File: src/rtl/mc_control_fsm_if.sv
// mc_control_fsm_if: opcode/mem_ready in, multicycle datapath control strobes out
interface mc_control_fsm_if #(
   parameter int OPW = 6,
   parameter int STW = 4
);
   logic [OPW-1:0] op;
   logic           mem_ready;
   logic           PCWrite;
   logic           PCWriteCond;
   logic           IorD;
   logic           MemRead;
   logic           MemWrite;
   logic           IRWrite;
   logic           MemtoReg;
   logic           RegDst;
   logic           RegWrite;
   logic           ALUSrcA;
   logic [1:0]     ALUSrcB;
   logic [1:0]     ALUOp;
   logic [1:0]     PCSource;
   logic           illegal_op;
   logic [STW-1:0] state;
   modport master (
      input  op, mem_ready,
      output PCWrite, PCWriteCond, IorD, MemRead, MemWrite, IRWrite, MemtoReg,
             RegDst, RegWrite, ALUSrcA, ALUSrcB, ALUOp, PCSource, illegal_op, state
   );
   modport slave (
      output op, mem_ready,
      input  PCWrite, PCWriteCond, IorD, MemRead, MemWrite, IRWrite, MemtoReg,
             RegDst, RegWrite, ALUSrcA, ALUSrcB, ALUOp, PCSource, illegal_op, state
   );
endinterface

File: src/rtl/mc_control_fsm.sv
// mc_control_fsm: Moore main control for the multicycle MIPS datapath (MC_MEM_WAIT_EN adds memory wait states)
module mc_control_fsm #(
   parameter int OPW = 6,
   parameter int STW = 4
) (
   input logic clk,
   input logic rst_n,
   mc_control_fsm_if.master bus
);
   typedef enum logic [STW-1:0] {
      S_RST = 0, S_FETCH = 1, S_DECODE = 2, S_MADR = 3, S_MRD = 4, S_MWB = 5, S_MWR = 6,
      S_REXE = 7, S_RWB = 8, S_BEQ = 9, S_AEXE = 10, S_AWB = 11, S_JMP = 12
   } state_t;
   localparam logic [OPW-1:0] OP_R    = 6'b000000;
   localparam logic [OPW-1:0] OP_LW   = 6'b100011;
   localparam logic [OPW-1:0] OP_SW   = 6'b101011;
   localparam logic [OPW-1:0] OP_BEQ  = 6'b000100;
   localparam logic [OPW-1:0] OP_ADDI = 6'b001000;
   localparam logic [OPW-1:0] OP_J    = 6'b000010;
   state_t state_q, state_d;
   logic   rdy;
`ifdef MC_MEM_WAIT_EN
   assign rdy = bus.mem_ready;
`else
   // mem_ready has no effect: every memory access completes in one cycle
   assign rdy = bus.mem_ready | 1'b1;
`endif
   // state register; reset forces RST so all Moore outputs drop immediately
   always_ff @(posedge clk or negedge rst_n) begin
      if (!rst_n) state_q <= S_RST;
      else        state_q <= state_d;
   end
   // next state and per-state control outputs
   always_comb begin
      state_d         = S_FETCH;
      bus.PCWrite     = 1'b0;
      bus.PCWriteCond = 1'b0;
      bus.IorD        = 1'b0;
      bus.MemRead     = 1'b0;
      bus.MemWrite    = 1'b0;
      bus.IRWrite     = 1'b0;
      bus.MemtoReg    = 1'b0;
      bus.RegDst      = 1'b0;
      bus.RegWrite    = 1'b0;
      bus.ALUSrcA     = 1'b0;
      bus.ALUSrcB     = 2'b00;
      bus.ALUOp       = 2'b00;
      bus.PCSource    = 2'b00;
      bus.illegal_op  = 1'b0;
      case (state_q)
         S_FETCH: begin
            bus.MemRead = 1'b1;
            bus.ALUSrcB = 2'b01;
            bus.IRWrite = rdy;
            bus.PCWrite = rdy;
            state_d     = rdy ? S_DECODE : S_FETCH;
         end
         S_DECODE: begin
            bus.ALUSrcB = 2'b11;
            case (bus.op)
               OP_R:         state_d = S_REXE;
               OP_LW, OP_SW: state_d = S_MADR;
               OP_BEQ:       state_d = S_BEQ;
               OP_ADDI:      state_d = S_AEXE;
               OP_J:         state_d = S_JMP;
               default:      bus.illegal_op = 1'b1;
            endcase
         end
         S_MADR: begin
            bus.ALUSrcA = 1'b1;
            bus.ALUSrcB = 2'b10;
            state_d     = (bus.op == OP_LW) ? S_MRD : S_MWR;
         end
         S_MRD: begin
            bus.MemRead = 1'b1;
            bus.IorD    = 1'b1;
            state_d     = rdy ? S_MWB : S_MRD;
         end
         S_MWB: begin
            bus.RegWrite = 1'b1;
            bus.MemtoReg = 1'b1;
         end
         S_MWR: begin
            bus.MemWrite = 1'b1;
            bus.IorD     = 1'b1;
            state_d      = rdy ? S_FETCH : S_MWR;
         end
         S_REXE: begin
            bus.ALUSrcA = 1'b1;
            bus.ALUOp   = 2'b10;
            state_d     = S_RWB;
         end
         S_RWB: begin
            bus.RegWrite = 1'b1;
            bus.RegDst   = 1'b1;
         end
         S_BEQ: begin
            bus.ALUSrcA     = 1'b1;
            bus.ALUOp       = 2'b01;
            bus.PCWriteCond = 1'b1;
            bus.PCSource    = 2'b01;
         end
         S_AEXE: begin
            bus.ALUSrcA = 1'b1;
            bus.ALUSrcB = 2'b10;
            state_d     = S_AWB;
         end
         S_AWB: bus.RegWrite = 1'b1;
         S_JMP: begin
            bus.PCWrite  = 1'b1;
            bus.PCSource = 2'b10;
         end
         default: state_d = S_FETCH;
      endcase
   end
   assign bus.state = state_q;
endmodule

File: src/flat_wrapper.sv
// flat-port wrapper written by rule: the top's interface ports become plain ports
module mc_control_fsm_flat 
#(
   parameter int OPW = 6,
   parameter int STW = 4
)
  (clk, rst_n, bus_op, bus_mem_ready, bus_PCWrite, bus_PCWriteCond, bus_IorD, bus_MemRead, bus_MemWrite, bus_IRWrite, bus_MemtoReg, bus_RegDst, bus_RegWrite, bus_ALUSrcA, bus_ALUSrcB, bus_ALUOp, bus_PCSource, bus_illegal_op, bus_state);
  mc_control_fsm_if #(.OPW(OPW), .STW(STW)) bus_i ();
  input logic clk;
  input logic rst_n;
  input wire logic [$bits(bus_i.op)-1:0] bus_op;
  input wire logic [$bits(bus_i.mem_ready)-1:0] bus_mem_ready;
  output wire logic [$bits(bus_i.PCWrite)-1:0] bus_PCWrite;
  output wire logic [$bits(bus_i.PCWriteCond)-1:0] bus_PCWriteCond;
  output wire logic [$bits(bus_i.IorD)-1:0] bus_IorD;
  output wire logic [$bits(bus_i.MemRead)-1:0] bus_MemRead;
  output wire logic [$bits(bus_i.MemWrite)-1:0] bus_MemWrite;
  output wire logic [$bits(bus_i.IRWrite)-1:0] bus_IRWrite;
  output wire logic [$bits(bus_i.MemtoReg)-1:0] bus_MemtoReg;
  output wire logic [$bits(bus_i.RegDst)-1:0] bus_RegDst;
  output wire logic [$bits(bus_i.RegWrite)-1:0] bus_RegWrite;
  output wire logic [$bits(bus_i.ALUSrcA)-1:0] bus_ALUSrcA;
  output wire logic [$bits(bus_i.ALUSrcB)-1:0] bus_ALUSrcB;
  output wire logic [$bits(bus_i.ALUOp)-1:0] bus_ALUOp;
  output wire logic [$bits(bus_i.PCSource)-1:0] bus_PCSource;
  output wire logic [$bits(bus_i.illegal_op)-1:0] bus_illegal_op;
  output wire logic [$bits(bus_i.state)-1:0] bus_state;
  assign bus_i.op = bus_op;
  assign bus_i.mem_ready = bus_mem_ready;
  assign bus_PCWrite = bus_i.PCWrite;
  assign bus_PCWriteCond = bus_i.PCWriteCond;
  assign bus_IorD = bus_i.IorD;
  assign bus_MemRead = bus_i.MemRead;
  assign bus_MemWrite = bus_i.MemWrite;
  assign bus_IRWrite = bus_i.IRWrite;
  assign bus_MemtoReg = bus_i.MemtoReg;
  assign bus_RegDst = bus_i.RegDst;
  assign bus_RegWrite = bus_i.RegWrite;
  assign bus_ALUSrcA = bus_i.ALUSrcA;
  assign bus_ALUSrcB = bus_i.ALUSrcB;
  assign bus_ALUOp = bus_i.ALUOp;
  assign bus_PCSource = bus_i.PCSource;
  assign bus_illegal_op = bus_i.illegal_op;
  assign bus_state = bus_i.state;
  mc_control_fsm #(.OPW(OPW), .STW(STW)) u_core (.clk(clk), .rst_n(rst_n), .bus(bus_i));
endmodule
File: config.mk
export PLATFORM = sky130hd
export DESIGN_NAME = mc_control_fsm_flat
export DESIGN_NICKNAME = d
export VERILOG_FILES = /design/src/rtl/mc_control_fsm_if.sv /design/src/rtl/mc_control_fsm.sv /design/src/flat_wrapper.sv
export SDC_FILE = /design/constraint.sdc
export NUM_CORES = 1
export LEC_CHECK = 0
export CAP_MARGIN = 0
export CORE_UTILIZATION = 35
export DETAILED_ROUTE_END_ITERATION = 8
export PLACE_DENSITY = 0.74
export SYNTH_ARGS = -nofsm -noshare
export SYNTH_HDL_FRONTEND = slang
export SYNTH_SLANG_ARGS = --single-unit
File: constraint.sdc
create_clock -name clk -period 1.75 [get_ports clk]
set_clock_uncertainty 0.2 [all_clocks]
set_input_delay 0.35 -clock clk [delete_from_list [all_inputs] [get_ports clk]]
set_output_delay 0.35 -clock clk [all_outputs]
set_load 0.005 [all_outputs]
==> out/qor.csv, run 1 <==
metric;value;unit
synth top area cells;dfrtp_1, nand2b_1, nor2_1, mux2i_1, or3_1;
Top FF cell, synth;dfrtp_1;
sequential area share after synthesis;20.4;%
die extent in y;39.4;um
pre-CTS setup slack;-0.872;ns
Die X;39.4;um
synth unique cells;36;
status;did not finish;
Final Wtd Congestion;0.795;
ys async rst share;100;%
Root Buffer Master;clkbuf_4;
area of placed instances;973;um2
Ys Warns;0;
Halt Stage;global routing;
Synth Register Bits;4;
largest net degree at the start of global routing;9;
CTS Buffer Depth;2;
Post-synth EDFFs;0;
largest area contributor in the netlist;dfrtp_1;
Hold Buf Count CTS;0;
Inserted Clock Buffers;3;
Worst-path end type;primary output;
Post-Syn Instances;64;
Yosys top cell area share;20.4;%
post-DP HPWL;1.33;mm
Initial Utilization;37.7;%
Run Error;[ERROR DPL-0038] Utilization greater than 100%, impossible to legalize;
Post-Syn Nets;73;
row count;13;
GR repair worst EP;bus_illegal_op;
Mapped Area;490;um2
clk sinks;4;
Avg Inst Size Synth;7.66;um2
io pins;30;
IO buf count;28;
H-Tree Depth;1;
metrics by stage:
step / hold WS [ns] / instances / util [%]
after floorplan: -0.146 / 64 / -
after CTS: 0.113 / 150 / 95.2
after global placement: 0.363 / 130 / 74.8
after detailed placement: 0.378 / 130 / 74.8
cell usage after synthesis (2+ instances only):
| library cell | number |
|---|---|
| a211oi_1 | 2 |
| a21oi_1 | 3 |
| buf_2 | 2 |
| dfrtp_1 | 4 |
| inv_1 | 2 |
| mux2i_1 | 2 |
| nand2_1 | 2 |
| nand2b_1 | 7 |
| nor2_1 | 7 |
| nor3_1 | 2 |
| nor3b_1 | 2 |
| nor4_1 | 2 |
| o21ai_0 | 2 |
| or3_1 | 3 |
timing repair:
item | in CTS
gates resized for setup | 121
setup endpoints to repair | 23
hold endpoints to repair | 0
buffers inserted | 17
pin swaps | 12
cloned | 0
logic make-up after synthesis:
kind of cell | synth area share, %
multiplexers | 4.08
AO/OA/AOI/OAI | 24.7
buffers and inverters | 8.93
AND/OR/NAND/NOR | 40.1
XOR/XNOR | 1.79
flip-flops | 20.4
==> inputs of run 2 (changes only) <==
--- a/config.mk
+++ b/config.mk
@@ -6,9 +6,10 @@
 export NUM_CORES = 1
 export LEC_CHECK = 0
 export CAP_MARGIN = 0
-export CORE_UTILIZATION = 35
+export CORE_AREA = 2 2 63 65
 export DETAILED_ROUTE_END_ITERATION = 8
-export PLACE_DENSITY = 0.74
+export DIE_AREA = 0 0 65 67
+export PLACE_DENSITY_LB_ADDON = 0.15
 export SYNTH_ARGS = -nofsm -noshare
 export SYNTH_HDL_FRONTEND = slang
 export SYNTH_SLANG_ARGS = --single-unit
==> out/qor.csv, run 2 <==
metric;value;unit;change
Ys Warns;0;;unchanged
global route hottest layer;met2;;
CTS tree;yes;;
synth top area cells;dfrtp_1, nand2b_1, nor2_1, mux2i_1, or3_1;;
most used cell, CP;buf_6;;
vias per inst;4.18;;
Die X;65;um;+65%
Commonest cells post-synth;nand2b_1, nor2_1, dfrtp_1;;
Peak VDD IR;418;uV;
die footprint;4360;um2;
post-DP HPWL;1.53;mm;+15%
startpoint types;flop;;
io pins;30;;unchanged
ANT cells;0;;
Core Util, Final;39.6;%;
GRT met3 Usage;2.53;%;
max-cap viol count;0;;
Avg Inst Size Synth;7.66;um2;unchanged
Post-synth EDFFs;0;;unchanged
Pre-antenna DRT Iters;2;;
Cell Pwr Density;1590;nW/um2;
Hold Buf Count CTS;0;;unchanged
slowest stage delay, CP;0.38;ns;
grt total ovfl;0;;
Area Growth Syn to Fin;191;%;
final net count;155;;
final WL;2.40;mm;
Worst Max-Slew Pin Slew;0.250;ns;
ratio of cells with drive above 1 in the final layout;77.1;%;
RSZ-0062 raised after global routing;true;;
Worst EP arrival;1.55;ns;
max-slew violations;0;;
crit path kind;reg -> out;;
Design Power;2.27;mW;
Fin Hold WS;0.138;ns;
Reg-to-Reg Start;u_core.bus.state[0]$_DFF_PN0_;;
most frequent cells in the layout;buf_4, buf_6, buf_2, nand2b_4, dfrtp_1;;
CP Max Fanout;2;;
first-pass GRT wire length;3.90;mm;
core area;3610;um2;
post-route antenna net violation count;0;;
Mapped Area;490;um2;unchanged
# DRC;0;;
Yosys top cell area share;20.4;%;unchanged
synth unique cells;36;;unchanged
Top FF cell, synth;dfrtp_1;;
row count;22;;+9
Largest register FFs;4;;
Final Wtd Congestion;0.757;;-4.8%
status;finished with violations;;
CP max-delay cell;or3_4;;
commonest non-fill, non-tap cell in the layout;buf_4;;
FMAX;476;MHz;
WL per Instance;12.5;um;
largest net degree at the start of global routing;8;;
vias in the first global route;788;;
initial antenna violation count;0;;
violated checks;setup timing;;
Synth Register Bits;4;;unchanged
sequential area share after synthesis;20.4;%;unchanged
Crit path max-delay family;simple AND/OR/NAND/NOR gates;;
FILL cells;378;;
Initial Utilization;13.6;%;-24 points
GRT Util Overall;12.0;%;
clk sinks;4;;unchanged
H-Tree Depth;1;;unchanged
LEAKAGE;0.689;nW;
Clock transition at path regs;0.03;ns;
via count;802;;
largest area contributor in the netlist;dfrtp_1;;
worst path cell trace;buf_6 > nand2b_4 > or3_4 > buf_6 > a2111oi_4 > buf_2;;
Critical path origin;u_core.bus.state[1]$_DFF_PN0_;;
worst min path class;in -> async;;
Post-Syn Instances;64;;unchanged
met1 usage in global routing;12.7;%;
Inserted Clock Buffers;3;;unchanged
worst-skew pair later-pin latency;0.21;ns;
IO buf count;28;;unchanged
Crit path buffers/inverters;3;;
CTS Buffer Depth;2;;unchanged
met2 GRT Util;22.3;%;
Slew headroom;83.2;%;
Hold Fails Final Rpt;0;;
final worst setup slack;-0.352;ns;
Root Buffer Master;clkbuf_8;;
Crit. End Element;output pin;;
ys async rst share;100;%;unchanged
Setup-failing EPs final;17;;
final worst-path cycle share;120;%;
die extent in y;67;um;+70%
Crit path required time;1.20;ns;
post-route minimum period;2.10;ns;
Post-Syn Nets;73;;unchanged
DRC marker count from the first detailed-route iteration;8;;
run 2: cell counts after synthesis:
Identical to the previous run, type by type.
run 2: cell families after synthesis:
logic type,count (synthesis),share of synthesized area (%)
AND/OR/NAND/NOR,33,40.1
XOR/XNOR,1,1.79
flip-flops,4,20.4
multiplexers,2,4.08
AO/OA/AOI/OAI,16,24.7
buffers and inverters,8,8.93
run 2: worst paths after layout:
| check | end | slack, ns | cells past startpoint |
|---|---|---|---|
| setup / recovery | bus_illegal_op | -0.35 | 6 |
| hold / removal | u_core.bus.state[2]$_DFF_PN0_ | 0.14 | 1 |
| setup reg to reg | u_core.bus.state[3]$_DFF_PN0_ | -0.13 | 9 |
| hold reg to reg | u_core.bus.state[3]$_DFF_PN0_ | 0.53 | 3 |
| max in group asynchronous | u_core.bus.state[3]$_DFF_PN0_ | 1.05 | 1 |
| min in group clk | u_core.bus.state[3]$_DFF_PN0_ | 0.48 | 4 |
run 2: repair_timing:
| item | in CTS | in global routing |
|---|---|---|
| resized for setup | 131 | 20 |
| setup buffers | 26 | 4 |
| setup endpoints to repair | 24 | 22 |
| endpoints found under the hold margin | 0 | 0 |
| pin swaps | 11 | 10 |
| gates cloned | 0 | 0 |
run 2: report_power, final:
group          switching [mW]  total, mW  internal [mW]
Combinational           0.768       1.93           1.16
Sequential             0.0228      0.157          0.134
Clock                  0.0455      0.192          0.146
run 2: per-layer routing:
metal  vias up  routed length (um)
met4         0                  24
met2        27                1260
met1       374                 958
met3         2                 157
met5         -                   0
li1        399                   -
run 2: final cells by class:
type | count | area [um2] | area share [%]
sequential | 4 | 100 | 7.02
inverter | 3 | 11.3 | 0.789
timing repair buffer | 82 | 681 | 47.7
multi-input combinational | 52 | 533 | 37.4
tap | 48 | 60.1 | 4.21
clock buffer | 3 | 41.3 | 2.89
run 2: through the flow:
stage / setup WS, ns / setup TNS (ns) / std cells / cell area (um2)
final: -0.352 / -2.85 / 192 / 1430
after global routing: -0.446 / -4.05 / 192 / 1430
after CTS: -0.385 / -3.07 / 189 / 1340
after detailed placement: -0.887 / -6.80 / 161 / 1000
after global placement: -0.878 / -6.61 / 161 / 1000
after floorplan: 0.0128 / 0 / 64 / 497
Note: power is estimated with default switching activity, not from simulation.
==> inputs of run 3 (changes only) <==
--- a/config.mk
+++ b/config.mk
@@ -6,9 +6,11 @@
 export NUM_CORES = 1
 export LEC_CHECK = 0
 export CAP_MARGIN = 0
-export CORE_AREA = 2 2 63 65
+export CELL_PAD_IN_SITES_DETAIL_PLACEMENT = 1
+export CELL_PAD_IN_SITES_GLOBAL_PLACEMENT = 1
+export CORE_AREA = 5 5 66 68
 export DETAILED_ROUTE_END_ITERATION = 8
-export DIE_AREA = 0 0 65 67
+export DIE_AREA = 0 0 71 73
 export PLACE_DENSITY_LB_ADDON = 0.15
 export SYNTH_ARGS = -nofsm -noshare
 export SYNTH_HDL_FRONTEND = slang
==> out/qor.csv, run 3 (same netlist as run 2, synthesis figures left out) <==
metric;value;unit;change
status;finished with violations;;
violated checks;setup timing;;
first-pass GRT wire length;3.91;mm;+0.36%
area of placed instances;1000;um2;+0.25%
ANT cells;0;;unchanged
LEAKAGE;0.609;nW;-12%
largest net degree at the start of global routing;9;;+1
Design Power;2.03;mW;-11%
Area Growth Syn to Fin;170;%;
Critical R2R Capture;u_core.bus.state[3]$_DFF_PN0_;;
Worst Max-Slew Pin Slew;0.231;ns;-0.0192 ns
Clock transition at path regs;0.03;ns;about the same
die extent in y;73;um;+9.0%
vias per inst;4.11;;-1.6%
DRC marker count from the first detailed-route iteration;9;;+1
CP endpoint;bus_illegal_op;;
Setup-failing EPs final;9;;-8
max-slew violations;0;;unchanged
post-DP HPWL;1.76;mm;+15%
final worst-path cycle share;113;%;-6.6 points
Worst EP arrival;1.44;ns;-0.11 ns
final WL;2.23;mm;-7.3%
CTS Buffer Depth;2;;unchanged
final worst setup slack;-0.236;ns;+0.116 ns
Inserted Clock Buffers;3;;unchanged
IO buf count;28;;unchanged
Final Wtd Congestion;0.810;;+7.1%
clk sinks;4;;unchanged
grt total ovfl;0;;unchanged
Cell Pwr Density;1530;nW/um2;-3.9%
Root Buffer Master;clkbuf_8;;
initial antenna violation count;0;;unchanged
clock power share;9.2;%;+0.8 points
non-filler cells, final;180;;-6.3%
vias in the first global route;863;;+9.5%
Comb pwr share;82.4;%;-2.3 points
Crit path required time;1.20;ns;about the same
Core Util, Final;34.9;%;-4.7 points
Reg-to-Reg Start;u_core.bus.state[0]$_DFF_PN0_;;
row count;23;;+4.5%
worst reg2reg setup slack;0.12;ns;+0.25 ns
crit path kind;reg -> out;;
Register-to-Register Path Depth;6;;-3
commonest non-fill, non-tap cell in the layout;buf_4;;
worst-skew pair later-pin latency;0.21;ns;about the same
Crit. End Element;output pin;;
post-route minimum period;1.99;ns;-0.116 ns
Initial Utilization;12.9;%;-0.69 points
Placed Cells;163;;+1.2%
CTS tree;yes;;
final net count;141;;-9.0%
via count;740;;-7.7%
switching share of power;38.8;%;+2.1 points
Peak VDD IR;336;uV;-20%
io pins;30;;unchanged
most frequent cells in the layout;buf_4, buf_6, buf_2, nand2b_4, nor2_4;;
H-Tree Depth;1;;unchanged
Hold Buf Count CTS;0;;unchanged
GRT Util Overall;9.31;%;-2.7 points
Int Pwr;1.24;mW;-14%
die footprint;5180;um2;+19%
FMAX;504;MHz;+5.9%
pre-CTS setup slack;-0.914;ns;-0.0266 ns
Hold Fails Final Rpt;0;;unchanged
core area;3800;um2;+5.3%
Final Cell Area;1330;um2;-7.1%
post-route antenna net violation count;0;;unchanged
Pre-antenna DRT Iters;3;;+1
Die X;71;um;+9.2%
Largest register FFs;4;;unchanged
Fin Setup TNS;-0.868;ns;+1.98 ns
Fin Hold WS;0.146;ns;+0.00866 ns
ratio of cells with drive above 1 in the final layout;75.4;%;-1.7 points
# DRC;0;;unchanged
RSZ-0062 raised after global routing;true;;
register share of total power;8.3;%;+1.4 points
startpoint types;flop;;
WL per Instance;12.4;um;-1.2%
worst min path class;in -> async;;
Net Sw Power;0.788;mW;-5.7%
max-cap viol count;0;;unchanged
Critical path origin;u_core.bus.state[0]$_DFF_PN0_;;
Slew headroom;84.5;%;+1.3 points
CP Max Fanout;2;;unchanged
-- run 3: critical path, cell delays in order, from the launching register on --
cell and delay (ns):
dfrtp_1 0.38, nand2b_4 0.15, or3_4 0.36, a2111oi_4 0.18
buf_2 0.16
-- run 3: what timing repair did --
action                                  4_1_cts  5_1_grt
pin swaps                                    15        6
gates resized for setup                     134       20
endpoints found under the setup margin       22       18
setup buffers                                14        2
-- run 3: worst min-delay path by stage --
stage | startpoint | endpoint | slack (ns) | cells after the start
5_1_grt | rst_n | u_core.bus.state[3]$_DFF_PN0_ | 0.17 | 1
4_1_cts | rst_n | u_core.bus.state[0]$_DFF_PN0_ | 0.15 | 1
6_report | rst_n | u_core.bus.state[0]$_DFF_PN0_ | 0.15 | 1
3_5_place_dp | rst_n | u_core.bus.state[3]$_DFF_PN0_ | 0.37 | 1
3_3_place_gp | rst_n | u_core.bus.state[1]$_DFF_PN0_ | 0.36 | 1
2_1_floorplan | rst_n | u_core.bus.state[0]$_DFF_PN0_ | -0.15 | 0
-- run 3: cell type report --
type	instances	area [um2]
fill	468	2470
timing repair buffer	68	559
multi-input combinational	52	551
sequential	4	100
tap	50	62.6
clock buffer	3	41.3
inverter	3	11.3
-- run 3: metal layers --
metal	wire, um	track usage [%]	vias to the layer above
met5	0	0	-
met3	143	2.75	0
met1	879	9.46	345
met2	1200	18.1	24
li1	-	-	371
met4	0	2.92	0
-- run 3: power by group through the flow --
stage | clock network, mW | registers (mW) | logic (mW)
floorplan | 0 | 0.168 | 0.463
global placement | 0 | 0.158 | 1.20
detailed placement | 0 | 0.161 | 1.20
CTS | 0.194 | 0.168 | 1.54
global route | 0.199 | 0.175 | 1.81
finish | 0.187 | 0.169 | 1.67
==> inputs of run 4 (changes only) <==
--- a/config.mk
+++ b/config.mk
@@ -8,9 +8,9 @@
 export CAP_MARGIN = 0
 export CELL_PAD_IN_SITES_DETAIL_PLACEMENT = 1
 export CELL_PAD_IN_SITES_GLOBAL_PLACEMENT = 1
-export CORE_AREA = 5 5 66 68
+export CORE_AREA = 2 2 63 65
 export DETAILED_ROUTE_END_ITERATION = 8
-export DIE_AREA = 0 0 71 73
+export DIE_AREA = 0 0 65 67
 export PLACE_DENSITY_LB_ADDON = 0.15
 export SYNTH_ARGS = -nofsm -noshare
 export SYNTH_HDL_FRONTEND = slang
==> out/qor.csv, run 4 (same netlist as run 2, synthesis figures left out) <==
metric;value;unit;change
status;finished with violations;;
violated checks;setup timing;;
CP max-delay cell;dfrtp_1;;
grt total ovfl;0;;unchanged
FMAX;505;MHz;+0.27%
Area Growth Syn to Fin;174;%;
Placed Cells;162;;-0.61%
Clock transition at path regs;0.03;ns;about the same
Peak VDD IR;349;uV;+3.8%
final WL;2.49;mm;+12%
Die X;65;um;-8.5%
Initial Utilization;13.6;%;+0.69 points
commonest non-fill, non-tap cell in the layout;buf_4;;
die extent in y;67;um;-8.2%
Root Buffer Master;clkbuf_8;;
Crit. End Element;output pin;;
Worst EP arrival;1.43;ns;about the same
initial antenna violation count;0;;unchanged
Slew headroom;83.1;%;-1.3 points
H-Tree Depth;1;;unchanged
final worst-path cycle share;113;%;-0.31 points
io pins;30;;unchanged
Final Wtd Congestion;0.725;;-11%
core area;3610;um2;-5.1%
max-cap viol count;0;;unchanged
crit path kind;reg -> out;;
post-DP HPWL;1.76;mm;-0.18%
Largest register FFs;4;;unchanged
CTS Buffer Depth;2;;unchanged
slowest stage delay, CP;0.37;ns;about the same
IO buf count;28;;unchanged
final net count;146;;+3.5%
final worst setup slack;-0.230;ns;+0.00538 ns
DRC marker count from the first detailed-route iteration;10;;+1
Hold Buf Count CTS;0;;unchanged
Hold Fails Final Rpt;0;;unchanged
worst path cell trace;nand2b_4 > or3_4 > a2111oi_4 > buf_2;;
max-slew violations;0;;unchanged
ANT cells;0;;unchanged
first-pass GRT wire length;4.06;mm;+3.7%
worst min path class;in -> async;;
vias per inst;4.28;;+4.2%
post-route minimum period;1.98;ns;-0.00538 ns
Setup-failing EPs final;14;;+5
Cell Pwr Density;1590;nW/um2;+3.7%
WL per Instance;13.6;um;+10%
via count;784;;+5.9%
# DRC;0;;unchanged
GRT Util Overall;12.3;%;+3.0 points
clk sinks;4;;unchanged
Register-to-Register Path Depth;7;;+1
Pre-antenna DRT Iters;4;;+1
ratio of cells with drive above 1 in the final layout;74.8;%;-0.57 points
RSZ-0062 raised after global routing;true;;
non-filler cells, final;183;;+1.7%
vias in the first global route;858;;-0.58%
Core Util, Final;37.3;%;+2.5 points
row count;22;;-4.3%
most frequent cells in the layout;buf_4, buf_2, buf_6, nand2b_4, dfrtp_1;;
Crit path required time;1.20;ns;about the same
Worst Max-Slew Pin Slew;0.251;ns;+0.0199 ns
Crit path max-delay family;simple AND/OR/NAND/NOR gates;;
CP Max Fanout;2;;unchanged
CTS tree;yes;;
post-route antenna net violation count;0;;unchanged
largest net degree at the start of global routing;9;;unchanged
Crit path buffers/inverters;1;;unchanged
LEAKAGE;0.648;nW;+6.3%
die footprint;4360;um2;-16%
worst-skew pair later-pin latency;0.21;ns;about the same
Inserted Clock Buffers;3;;unchanged
FILL cells;425;;-9.2%
startpoint types;flop;;
WP depth;4;;unchanged
run 4: changes by cell type in the layout (fill, tap and decap cells not counted), sizes merged:
cell / change
buf: +3
clkbuf: +2
clkdlybuf4s15: -1
dlymetal6s2s: +1
run 4: layout make-up:
type / instances / area [um2] / share of cell area, %
timing repair buffer: 73 / 591 / 43.9
inverter: 3 / 11.3 / 0.836
tap: 48 / 60.1 / 4.46
sequential: 4 / 100 / 7.43
clock buffer: 3 / 41.3 / 3.07
multi-input combinational: 52 / 543 / 40.3
run 4: routing by layer:
| metal | track usage [%] | up-vias | share of wire (%) |
|---|---|---|---|
| li1 | - | 380 | - |
| met2 | 25.1 | 25 | 58 |
| met4 | 3.99 | 0 | 0 |
| met5 | 0 | - | 0 |
| met3 | 2.53 | 0 | 5.9 |
| met1 | 12.1 | 379 | 36 |
run 4: worst paths after layout:
check	startpoint	to	slack [ns]
max	u_core.bus.state[0]$_DFF_PN0_	bus_illegal_op	-0.23
min	rst_n	u_core.bus.state[0]$_DFF_PN0_	0.14
max reg2reg	u_core.bus.state[0]$_DFF_PN0_	u_core.bus.state[3]$_DFF_PN0_	0.04
min reg2reg	u_core.bus.state[1]$_DFF_PN0_	u_core.bus.state[3]$_DFF_PN0_	0.54
max in group asynchronous	rst_n	u_core.bus.state[3]$_DFF_PN0_	1.04
min in group clk	bus_op[0]	u_core.bus.state[1]$_DFF_PN0_	0.42
run 4: what timing repair did:
action | 4_1_cts | 5_1_grt
pin swaps | 14 | 9
setup buffers | 13 | 7
endpoints found under the setup margin | 23 | 18
hold endpoints to repair | 0 | 0
resized for setup | 131 | 20
run 4: where the power goes:
part	total (mW)	internal, mW	switching, mW
logic	1.79	1.03	0.757
clock network	0.188	0.146	0.0422
registers	0.158	0.134	0.0238
total	2.14	1.31	0.823
run 4: stage by stage:
| stage | cell area (um2) | power [mW] | TNS, ns | hold slack [ns] | setup slack (ns) |
|---|---|---|---|---|---|
| global route | 1350 | 2.30 | -2.46 | 0.163 | -0.315 |
| floorplan | 497 | 0.632 | 0 | -0.146 | 0.0128 |
| CTS | 1240 | 1.87 | -1.02 | 0.143 | -0.240 |
| detailed placement | 1010 | 1.38 | -7.15 | 0.369 | -0.901 |
| finish | 1350 | 2.14 | -1.35 | 0.144 | -0.230 |
| global placement | 1010 | 1.37 | -6.84 | 0.366 | -0.895 |
